[src/rtl/instr_encoder_writer.sv]
// rtl/instr_encoder_writer.sv - encodes symbolic LEGv8 requests and streams them into instruction memory
module instr_encoder_writer #(
  parameter int DEPTH     = 4,
  parameter int AW        = 6,
  parameter int BASE_ADDR = 0
) (
  input  logic          clk,
  input  logic          reset,
  input  logic          start,
  input  logic          in_valid,
  output logic          in_ready,
  input  logic [2:0]    op_sel,
  input  logic [4:0]    rd,
  input  logic [4:0]    rn,
  input  logic [4:0]    rm,
  input  logic [18:0]   imm,
  input  logic          mem_stall,
  output logic          mem_we,
  output logic [AW-1:0] mem_addr,
  output logic [31:0]   mem_wdata,
  output logic [AW:0]   word_count,
  output logic          err_invalid
);

  localparam int PW = $clog2(DEPTH);

  logic [31:0]   fifo [DEPTH];
  logic [PW:0]   wr_ptr, rd_ptr;
  logic [AW-1:0] addr;
  logic [31:0]   enc;
  logic          is_invalid;
  logic          full, empty, accept, push, pop;

  always_comb begin
    enc        = '0;
    is_invalid = 1'b0;
    case (op_sel)
      3'd0: enc = {11'b11111000010, imm[8:0], 2'b00, rn, rd};
      3'd1: enc = {11'b11111000000, imm[8:0], 2'b00, rn, rd};
      3'd2: enc = {8'b10110100, imm[18:0], rd};
      3'd3: enc = {11'b10001011000, rm, 6'b0, rn, rd};
      3'd4: enc = {11'b11001011000, rm, 6'b0, rn, rd};
      3'd5: enc = {11'b10001010000, rm, 6'b0, rn, rd};
      3'd6: enc = {11'b10101010000, rm, 6'b0, rn, rd};
      default: is_invalid = 1'b1;
    endcase
  end

  // Extra pointer bit distinguishes full from empty when the indices match.
  assign full   = (wr_ptr[PW] != rd_ptr[PW]) && (wr_ptr[PW-1:0] == rd_ptr[PW-1:0]);
  assign empty  = (wr_ptr == rd_ptr);
  assign in_ready = !full;
  assign accept = in_valid && in_ready && !start;
  assign push   = accept && !is_invalid;
  assign pop    = !empty && !mem_stall && !start;

  assign mem_we    = pop;
  assign mem_addr  = addr;
  assign mem_wdata = empty ? 32'd0 : fifo[rd_ptr[PW-1:0]];

  always_ff @(posedge clk) begin
    if (push) fifo[wr_ptr[PW-1:0]] <= enc;
  end

  always_ff @(posedge clk or negedge reset) begin
    if (!reset) begin
      wr_ptr      <= '0;
      rd_ptr      <= '0;
      addr        <= AW'(BASE_ADDR);
      word_count  <= '0;
      err_invalid <= 1'b0;
    end else if (start) begin
      wr_ptr      <= '0;
      rd_ptr      <= '0;
      addr        <= AW'(BASE_ADDR);
      word_count  <= '0;
      err_invalid <= 1'b0;
    end else begin
      if (push) wr_ptr <= wr_ptr + 1'b1;
      if (pop) begin
        rd_ptr <= rd_ptr + 1'b1;
        addr   <= addr + 1'b1;
        if (word_count != '1) word_count <= word_count + (AW+1)'(1);
      end
      if (accept && is_invalid) err_invalid <= 1'b1;
    end
  end

endmodule

[config.mk]
export PLATFORM = sky130hd
export DESIGN_NAME = instr_encoder_writer
export DESIGN_NICKNAME = d
export VERILOG_FILES = /design/src/rtl/instr_encoder_writer.sv
export SDC_FILE = /design/constraint.sdc
export NUM_CORES = 1
export LEC_CHECK = 0
export ABC_AREA = 1
export BUFFER_PORTS_ARGS = -buffer_cell sky130_fd_sc_hd__buf_2
export CORE_MARGIN = 4
export CORE_UTILIZATION = 50
export DETAILED_ROUTE_END_ITERATION = 8
export PLACE_DENSITY_LB_ADDON = 0.05
export SLEW_MARGIN = 20
export SYNTH_ARGS = -nofsm -noshare
export SYNTH_HDL_FRONTEND = slang
export SYNTH_SLANG_ARGS = --single-unit
[constraint.sdc]
create_clock -name clk -period 3.4 [get_ports clk]
set_clock_uncertainty 0.2 [all_clocks]
set_input_delay 0.51 -clock clk [delete_from_list [all_inputs] [get_ports clk]]
set_output_delay 0.51 -clock clk [all_outputs]
set_load 0.02 [all_outputs]
==> results of run 1 <==
## registers in the layout, indices dropped and copies added (netlist names)
| name | cells |
|---|---|
| word_count | 7 |
| rd_ptr | 3 |
| wr_ptr | 3 |
| mem_addr | 6 |
| fifo | 128 |
| err_invalid | 1 |
## power by group
part / switching (W) / internal, W / total, W / leakage (nW)
clock: 0.000701 / 0.00130 / 0.00200 / 0.307
combinational: 0.000913 / 0.000379 / 0.00129 / 1.79
sequential: 0.0000490 / 0.00208 / 0.00213 / 1.44
## per-stage QoR
| stage | setup slack, ns | hold WS (ns) | instances | utilization (%) | area, um2 |
|---|---|---|---|---|---|
| 3_5_place_dp | 0.818 | 0.295 | 896 | 57.2 | 7330 |
| 4_1_cts | 0.452 | 0.190 | 929 | 62.3 | 7980 |
| 6_report | 0.474 | 0.214 | 929 | 62.3 | 7980 |
| 2_1_floorplan | 0.207 | 0.0144 | 652 | - | 6640 |
| 3_3_place_gp | 0.857 | 0.285 | 896 | 57.2 | 7330 |
| 5_1_grt | 0.238 | 0.195 | 929 | 62.3 | 7980 |
## worst min-delay path by stage
stage,startpoint,end,slack (ns),cells after the start
floorplan,reset,err_invalid$_DFFE_PN0P_,0.01,0
global placement,reset,mem_addr[2]$_DFFE_PN0P_,0.28,1
detailed placement,reset,mem_addr[2]$_DFFE_PN0P_,0.30,1
CTS,in_valid,err_invalid$_DFFE_PN0P_,0.19,3
global route,in_valid,err_invalid$_DFFE_PN0P_,0.20,3
finish,in_valid,err_invalid$_DFFE_PN0P_,0.21,3
## routing by layer
metal,track usage [%],part of all wire (%)
met1,27.7,44
met2,34.5,50
met3,4.62,5.2
met4,6.64,0.97
met5,0,0
## worst max-delay path, stage by stage (launching register included)
cell and delay (ns):
dfrtp_2 0.46, inv_2 0.07, buf_4 0.54, o21ai_0 0.22, o22ai_1 0.19, nand2_1 0.09, inv_1 0.05, buf_2 0.15
## cells by family after synthesis
| family | count (synthesis) | share of synthesized area [%] |
|---|---|---|
| fa+ha+maj | 7 | 1.32 |
| compound gates | 118 | 9.67 |
| simple gates | 262 | 16.4 |
| xor+xnor | 3 | 0.396 |
| flops | 148 | 65.4 |
| buf+inv | 114 | 6.75 |
## layout make-up
cell class                 count  area (um2)  share of cell area [%]
sequential                   148        4350                    54.4
multi-input combinational    390        1880                    23.5
timing repair buffer         103         591                    7.40
clock buffer                  18         429                    5.38
inverter                      84         315                    3.95
tap                          172         215                    2.70
clock inverter                14         210                    2.63
## placed cells by master (no fill, tap or decap), types with 3 or more instances in the layout
cell / instances
nand2_1: 130
edfxtp_1: 128
nor2_1: 91
buf_2: 89
inv_1: 80
o21ai_0: 79
o22ai_1: 35
nand3_1: 23
dfrtp_1: 19
clkbuf_16: 17
buf_4: 10
ha_1: 7
nor2_4: 5
bufinv_16: 5
inv_2: 3
nand4_1: 3
clkinv_2: 3
clkinv_4: 3
buf_12: 3
## repair_timing
action                     CTS  global route
hold buffers                 1             0
hold endpoints to repair    20             0
setup endpoints to repair    0             0
==> metrics.md, run 1 <==
| Metric | Value |
|---|---|
| Status | completed |
| Min cycle time layout | 2.93 ns |
| Clock sinks | between 100 and 150 |
| Cell Area, Synth | 6640 um2 |
| Max-slew violations | 0 |
| Power per Cell Area | 678 nW/um2 |
| Synth Instances | 652 |
| Flops & latches, synth | 148 |
| Leakage | 3.54 nW |
| Crit path arrival time | 2.22 ns |
| Initial core utilization | 51.8% |
| Via count | 4852 |
| Die area | 15200 um2 |
| Final setup fails | 0 |
| Clock Path Buffers | 2 |
| CTS H-Tree Depth | 4 |
| Row cnt | 41 |
| Iter 0 DRT Violations | 404 |
| Reg2Reg Capture Point | fifo[0][7]$_DFFE_PP_ |
| Reg2Reg Setup Slack | ~0.88 ns |
| RSZ-0062 raised after global routing | false |
| Worst-Margin Slew | 0.792 ns |
| PostCTS Resize Cnt | 0 |
| Critical path required time | between 2 and 3 ns |
| Net count, final | 793 |
| Core area | between 10000 and 15000 um2 |
| Rel. slew slack | 46.6% |
| Total Power | 0.00542 W |
| Setup bufs post-CTS | 0 |
| Post-synth top cells | 130 x nand2_1, 128 x edfxtp_1, 95 x nor2_1 |
| Max-cap violations | 0 |
| Vias in the first global route | 4599 |
| Worst vdd ir | 0.341 mV |
| Final Hold Fails | 0 |
| CTS clk-pin slew, worst paths | 0.06 ns |
| Final setup TNS | 0 ns |
| Count leader, synth | nand2_1 |
| Number of synthesized flops with an enable pin | 128 |
| Worst hold path type | input port to flip-flop |
| DIE WIDTH | ~120 um |
| Fill cells | between 1000 and 1500 |
| CTS root buf | clkbuf_16 |
| RD Place Congestion | roughly 0.80 |
| Reg2Reg Depth | 7 |
| Critical Path End Type | primary output |
| Top-area cell type share of the netlist area | between 50 and 60% |
| Ant diodes | 0 |
| Largest net degree at the start of global routing | 66 |
| DRC errors left | 0 |
| Chip height | approximately 120 um |
| First-pass GRT wire length | between 20 and 25 mm |
| Synth unique cells | 29 |
| WL per Instance | around 16 um |
| Area Overhead vs Synth | 20.2% |
| Initial antenna violation count | 0 |
| Startpoint types | flip-flop |
| Tcrit/Tclk final | 86.1% |
| Async SR Flop Fraction | 13.5% |
| Post-route ant nets | 0 |
| Mean Syn Cell Area | a little over 10 um2 |
| Synth Flop Type | edfxtp_1 |
| Critical path fanouts, max | 65 |
| Critical path endpoint | mem_wdata[23] |
| Reg-to-Reg Start | wr_ptr[0]$_DFFE_PN0P_ |
| PortBufs | 89 |
| I/O Pins | 90 |
| Fmax | 0.342 GHz |
| DP Wirelength | ~9.4 mm |
| Yosys Warn Count | 0 |
| Gr ovfl total | 0 |
| CTS tree | yes |
| Drt total wl | approximately 15 mm |
| Crit Path Class | flip-flop to primary output |
| Synth Net Count | 701 |
| Worst setup path startpoint | rd_ptr[0]$_DFFE_PN0P_ |
| Gr usage total | 20.9% |
| Drt pass-1 iters | 4 |
| Clk_lat worst skew | 0.41 ns |
| Via density | 5.22 |
| Ratio of cells with drive above 1 in the final layout | 19.6% |
| Seq/Total Area, Yosys | about 65% |
| Area contributors post-synth | edfxtp_1 58%, dfrtp_1 7.5%, nand2_1 7.3%, o21ai_0 6.0%, nor2_1 5.4% |
| Yosys top cell by area | edfxtp_1 |
| TritonCTS Buffers | 17 |
(Power assumes the default switching activity.)
==> run 2, diff against run 1 <==
- CORE_MARGIN: 4 -> default
- PLACE_DENSITY: default -> 0.79
- PLACE_DENSITY_LB_ADDON: 0.05 -> default
==> run 2 against run 1 <==
Compared with the run above:
- global-route usage grew 2.0 points
- die area decreased by 9.5%
- critical path depth unchanged
- core utilization down 0.49 points
- fmax decreased by 8.6%
- highest routed layer unchanged
- cell area down 1.2%
- largest power group unchanged
- register-to-register slack worse by 0.39 ns
- via count up 2.8%
==> metrics.md, run 2 (same netlist as run 1, synthesis figures left out) <==
| Metric | Value |
|---|---|
| Status | completed |
| Min cycle time layout | between 3 and 4 ns |
| Reg2Reg Capture Point | fifo[0][18]$_DFFE_PP_ |
| Area Overhead vs Synth | 18.8% |
| Net count, final | 791 |
| Max-cap violations | 0 |
| Worst hold path type | input port to flip-flop |
| Iter 0 DRT Violations | 500 |
| Final setup TNS | 0 ns |
| Inst Count DP | 893 |
| CTS H-Tree Depth | 4 |
| DP Wirelength | 9.07 mm |
| CTS root buf | clkbuf_16 |
| First-pass GRT wire length | 22.8 mm |
| Ant diodes | 0 |
| Via density | 5.38 |
| Clk_lat worst skew | 0.43 ns |
| Commonest non-fill, non-tap cell in the layout | nand2_1 |
| Reg-to-Reg Start | rd_ptr[0]$_DFFE_PN0P_ |
| Initial core utilization | 52.0% |
| Drt total wl | 15.1 mm |
| Setup bufs post-CTS | 0 |
| Clock Path Buffers | 2 |
| Core area | between 10000 and 15000 um2 |
| Tcrit/Tclk final | approximately 94% |
| RD Place Congestion | approximately 0.9 |
| Worst vdd ir | 0.425 mV |
| Drt pass-1 iters | 5 |
| Max reg flops | 128 |
| TritonCTS Buffers | 17 |
| Largest net degree at the start of global routing | 49 |
| Crit path arrival time | about 2.5 ns |
| Vias in the first global route | approximately 4600 |
| Row cnt | 41 |
| Worst Hold Endpoint | err_invalid$_DFFE_PN0P_ |
| Gr ovfl total | 0 |
| Via count | 4986 |
| Worst-Margin Slew | 0.561 ns |
| Rel. slew slack | 62.2% |
| Final setup fails | 0 |
| PortBufs | 89 |
| Startpoint types | flip-flop |
| Initial antenna violation count | 0 |
| Crit Path Class | flip-flop to primary output |
| Gr usage total | a little under a quarter |
| Fmax | about 0.31 GHz |
| Reg2Reg Depth | 7 |
| Max-slew violations | 0 |
| WL per Instance | 16.3 um |
| Chip height | roughly 120 um |
| Leakage | 3.51 nW |
| Die area | 13700 um2 |
| Reg2Reg Setup Slack | between 0.4 and 0.5 ns |
| CTS tree | yes |
| Most frequent cells in the layout | 130 x nand2_1, 128 x edfxtp_1, 91 x nor2_1 |
| Critical path required time | approximately 2.7 ns |
| DIE WIDTH | ~120 um |
| Post-route ant nets | 0 |
| Final Hold Fails | 0 |
| Power per Cell Area | 670 nW/um2 |
| Hold Crit Depth | 3 |
| Critical Path End Type | primary output |
| RSZ-0062 raised after global routing | false |
| PostCTS Resize Cnt | 0 |
| Ratio of cells with drive above 1 in the final layout | 19.1% |
| CTS clk-pin slew, worst paths | 0.06 ns |
| Worst hold path startpoint | in_valid |
| I/O Pins | 90 |
| DRC errors left | 0 |
| Clock sinks | roughly 150 |
| Layout Cells excl Fill | 926 |
| Critical path fanouts, max | 24 |
| Total Power | 0.00528 W |
-- run 2: per-layer routing --
layer / part of all wire, % / up-vias / global-route usage [%]
met5: 0 / - / 0
met4: 2.4 / 0 / 10.7
met3: 8.0 / 31 / 5.46
met2: 49 / 233 / 37.5
met1: 41 / 2347 / 28.8
li1: - / 2375 / -
-- run 2: what timing repair did --
action | 4_1_cts | 5_1_grt
setup endpoints to repair | 0 | 1
hold endpoints to repair | 20 | 0
hold buffers | 1 | 0
-- run 2: report_power, final --
part	leakage, nW	internal [W]	switching, W
Clock	0.290	0.00115	0.000714
Combinational	1.78	0.000367	0.000915
Sequential	1.44	0.00208	0.0000630
Total	3.51	0.00359	0.00169
-- run 2: critical path, cell delays in order, from the launching register on --
cell and delay, ns:
dfrtp_2 0.54, inv_2 0.35, nand2_1 0.12, nand2_2 0.15, nand3_2 0.47, nand2_1 0.23, inv_1 0.05, buf_2 0.15
-- run 2: final cells by class --
type	count	area, um2
sequential	148	4350
timing repair buffer	100	543
inverter	84	315
fill	1003	4880
clock inverter	13	153
clock buffer	18	429
tap	172	215
multi-input combinational	391	1890
-- run 2: metrics by stage --
stage / utilization [%] / hold WS (ns) / setup WS (ns) / cell area (um2)
6_report: 61.8 / 0.201 / 0.198 / 7890
5_1_grt: 61.8 / 0.224 / 0.0227 / 7890
4_1_cts: 61.7 / 0.178 / 0.122 / 7880
3_5_place_dp: 57.0 / 0.282 / 0.578 / 7290
3_3_place_gp: 57.0 / 0.278 / 0.665 / 7290
2_1_floorplan: - / 0.0144 / 0.207 / 6640
-- run 2: how the worst max path moves through the flow --
| stage | startpoint | endpoint | slack (ns) | cells after the start |
|---|---|---|---|---|
| after floorplan | rd_ptr[0]$_DFFE_PN0P_ | fifo[0][0]$_DFFE_PP_ | 0.21 | 6 |
| after global routing | rd_ptr[0]$_DFFE_PN0P_ | mem_wdata[2] | 0.02 | 7 |
| after global placement | rd_ptr[0]$_DFFE_PN0P_ | fifo[1][16]$_DFFE_PP_ | 0.67 | 7 |
| after detailed placement | rd_ptr[0]$_DFFE_PN0P_ | fifo[0][16]$_DFFE_PP_ | 0.58 | 7 |
| final | rd_ptr[0]$_DFFE_PN0P_ | mem_wdata[1] | 0.20 | 7 |
| after CTS | rd_ptr[0]$_DFFE_PN0P_ | mem_we | 0.12 | 7 |
==> run 3, diff against run 2 <==
- ABC_AREA: 1 -> default
- MAX_ROUTING_LAYER: default -> met4
==> run 3 against run 2 <==
Compared with the run above:
- global-route usage fell by 2.0 points
- synthesized cell count shrank 39%
- die area is 3.5% lower
- cell area down 2.2%
- via count fell by 25%
- clock-buffer cell count is 1 lower
==> metrics.md, run 3 <==
| Metric | Value |
|---|---|
| Max-cap violations | 0 |
| Placed Area | ~7100 um2 |
| Worst hold path type | input port to flip-flop |
| CTS tree | yes |
| Async SR Flop Fraction | 13.5% |
| DP Wirelength | roughly 8 mm |
| Die area | 13300 um2 |
| PostCTS Resize Cnt | 0 |
| Ratio of cells with drive above 1 in the final layout | between 30% and 40% |
| Leakage | 2.83 nW |
| Clk_lat worst skew | just over 0.4 ns |
| Critical path required time | 2.69 ns |
| Crit Path Class | flip-flop to primary output |
| Ant diodes | 0 |
| WL per Instance | 18.2 um |
| Final Hold Fails | 0 |
| Post-route ant nets | 0 |
| RSZ-0062 raised after global routing | false |
| Iter 0 DRT Violations | a little under 300 |
| Fmax | between 0.3 and 0.4 GHz |
| WP buf/inv | 2 |
| DIE WIDTH | 115 um |
| Seq/Total Area, Yosys | 67.9% |
| CTS root buf | clkbuf_16 |
| Count leader, synth | edfxtp_1 |
| Finished Cell Area | 7710 um2 |
| Status | completed |
| CP Cell Sequence | buf_12 -> mux4_2 -> nor2b_1 -> buf_2 |
| Via density | 5.51 |
| Largest net degree at the start of global routing | 33 |
| Worst vdd ir | 0.426 mV |
| Final setup fails | 0 |
| Commonest non-fill, non-tap cell in the layout | edfxtp_1 |
| Synth Net Count | 447 |
| Number of synthesized flops with an enable pin | 128 |
| Row cnt | 40 |
| Largest stage delay, worst path | approximately 0.76 ns |
| Power per Cell Area | 664 nW/um2 |
| Max reg flops | 128 |
| I/O Pins | 90 |
| Initial core utilization | 52.2% |
| Clock Path Buffers | 2 |
| Rel. slew slack | 48.1% |
| PortBufs | 89 |
| Mean Syn Cell Area | between 15 and 20 um2 |
| TritonCTS Buffers | 17 |
| Reg-to-Reg Start | rd_ptr[0]$_DFFE_PN0P_ |
| Area Overhead vs Synth | 20.5% |
| Hold-fix buffers, CTS | 1 |
| CP top delay family | flip-flops |
| Top-area cell type share of the netlist area | 60.0% |
| Post-layout util | 62.9% |
| Via count | 3722 |
| Most frequent cells in the layout | 128 x edfxtp_1, 89 x buf_2, 42 x nor2b_1 |
| Net count, final | 544 |
| Tcrit/Tclk final | 89.2% |
| RD Place Congestion | 0.869 |
| Startpoint types | flip-flop |
| Area contributors post-synth | edfxtp_1 60%, mux4_2 11%, dfrtp_1 7.8%, nor2b_1 4.1%, a21oi_1 2.0% |
| Gr usage total | between 20% and 30% |
| Flops & latches, synth | 148 |
| Worst hold path startpoint | in_valid |
| CTS H-Tree Depth | 4 |
| Core area | 12300 um2 |
| Yosys Warn Count | 0 |
| Critical Path End Type | primary output |
| Yosys top cell by area | edfxtp_1 |
| First-pass GRT wire length | 19.4 mm |
| Min cycle time layout | 3.03 ns |
| Synth Flop Type | edfxtp_1 |
| WHS | 0.198 ns |
| Chip height | 115 um |
| Synth unique cells | 43 |
| Crit path arrival time | 2.32 ns |
| Critical path fanouts, max | 19 |
| Initial antenna violation count | 0 |
| Drt pass-1 iters | 5 |
| Post-synth top cells | 128 x edfxtp_1, 42 x nor2b_1, 32 x mux4_2 |
| CTS clk-pin slew, worst paths | 0.06 ns |
| Synth Instances | 398 |
| Max-slew violations | 0 |
| Worst setup path startpoint | rd_ptr[0]$_DFFE_PN0P_ |
| Vias in the first global route | 3747 |
| Drt total wl | roughly 12 mm |
| Worst-Margin Slew | roughly 0.78 ns |
| Clock sinks | 148 |
| Cell Area, Synth | 6400 um2 |
| Setup bufs post-CTS | 0 |
| Gr ovfl total | 0 |
| CP max-delay cell | dfrtp_2 |
| DRC errors left | 0 |
[run 3: cell types whose count changed in the layout (fill, tap and decap cells not counted), moves of 18 or more]
cell,previous run,this run
inv_1,80,6
o21ai_0,79,5
nor2_1,91,26
nand2_1,130,7
nand3_1,23,5
a21oi_1,1,25
nor2b_1,0,42
o22ai_1,35,6
mux4_2,0,32
[run 3: report_power, final]
part / leakage, nW / total (W) / internal (W) / switching [W]
Sequential: 1.46 / 0.00211 / 0.00205 / 0.0000607
Combinational: 1.07 / 0.00103 / 0.000431 / 0.000595
Clock: 0.307 / 0.00199 / 0.00129 / 0.000696
[run 3: final timing paths]
path | cells after the start | endpoint | slack (ns)
min | 3 | err_invalid$_DFFE_PN0P_ | 0.20
min reg2reg | 2 | err_invalid$_DFFE_PN0P_ | 0.30
max reg2reg | 4 | fifo[1][18]$_DFFE_PP_ | 0.85
max | 4 | mem_wdata[9] | 0.37
max in group asynchronous | 2 | rd_ptr[0]$_DFFE_PN0P_ | 2.27
min in group asynchronous | 2 | wr_ptr[1]$_DFFE_PN0P_ | 0.38
[run 3: worst reg2reg max path: cells and delay by family, from the launching register on]
family	cells	cell delay, ns
buffers and inverters	1	0.31
AO/OA/AOI/OAI	1	0.66
AND/OR/NAND/NOR	1	0.10
flip-flops	1	0.76
XOR/XNOR	1	0.20
[run 3: final cells by class]
type	count	area, um2
Clock buffer	17	425
Clock inverter	14	210
Fill cell	904	4550
Inverter	6	22.5
Multi-Input combinational cell	220	1940
Sequential cell	148	4350
Tap cell	168	210
Timing Repair Buffer	102	558
[run 3: cell families after synthesis]
| family | after synthesis | synth area share (%) |
|---|---|---|
| multiplexers | 37 | 12.1 |
| XOR/XNOR | 11 | 1.50 |
| AO/OA/AOI/OAI | 52 | 5.08 |
| flip-flops | 148 | 67.9 |
| AND/OR/NAND/NOR | 113 | 9.99 |
| buffers and inverters | 30 | 2.11 |
| adder cells (fa/ha/maj) | 7 | 1.37 |
[run 3: metrics by stage]
step                setup TNS, ns  total power [W]  setup WS [ns]  std cells
floorplan                 -104.65          0.00286         -0.870        398
global route                    0          0.00532          0.211        675
CTS                             0          0.00516          0.295        675
finish                          0          0.00512          0.368        675
global placement                0          0.00317          0.754        643
detailed placement              0          0.00318          0.744        643
[run 3: routing by layer]
| layer | GRT usage, % | wire (um) | vias to the layer above | share of wire (%) |
|---|---|---|---|---|
| li1 | - | - | 1721 | - |
| met1 | 25.7 | 5350 | 1855 | 43 |
| met2 | 33.7 | 6050 | 132 | 49 |
| met3 | 5.59 | 703 | 14 | 5.7 |
| met4 | 6.58 | 214 | 0 | 1.7 |
| met5 | - | 0 | - | 0 |
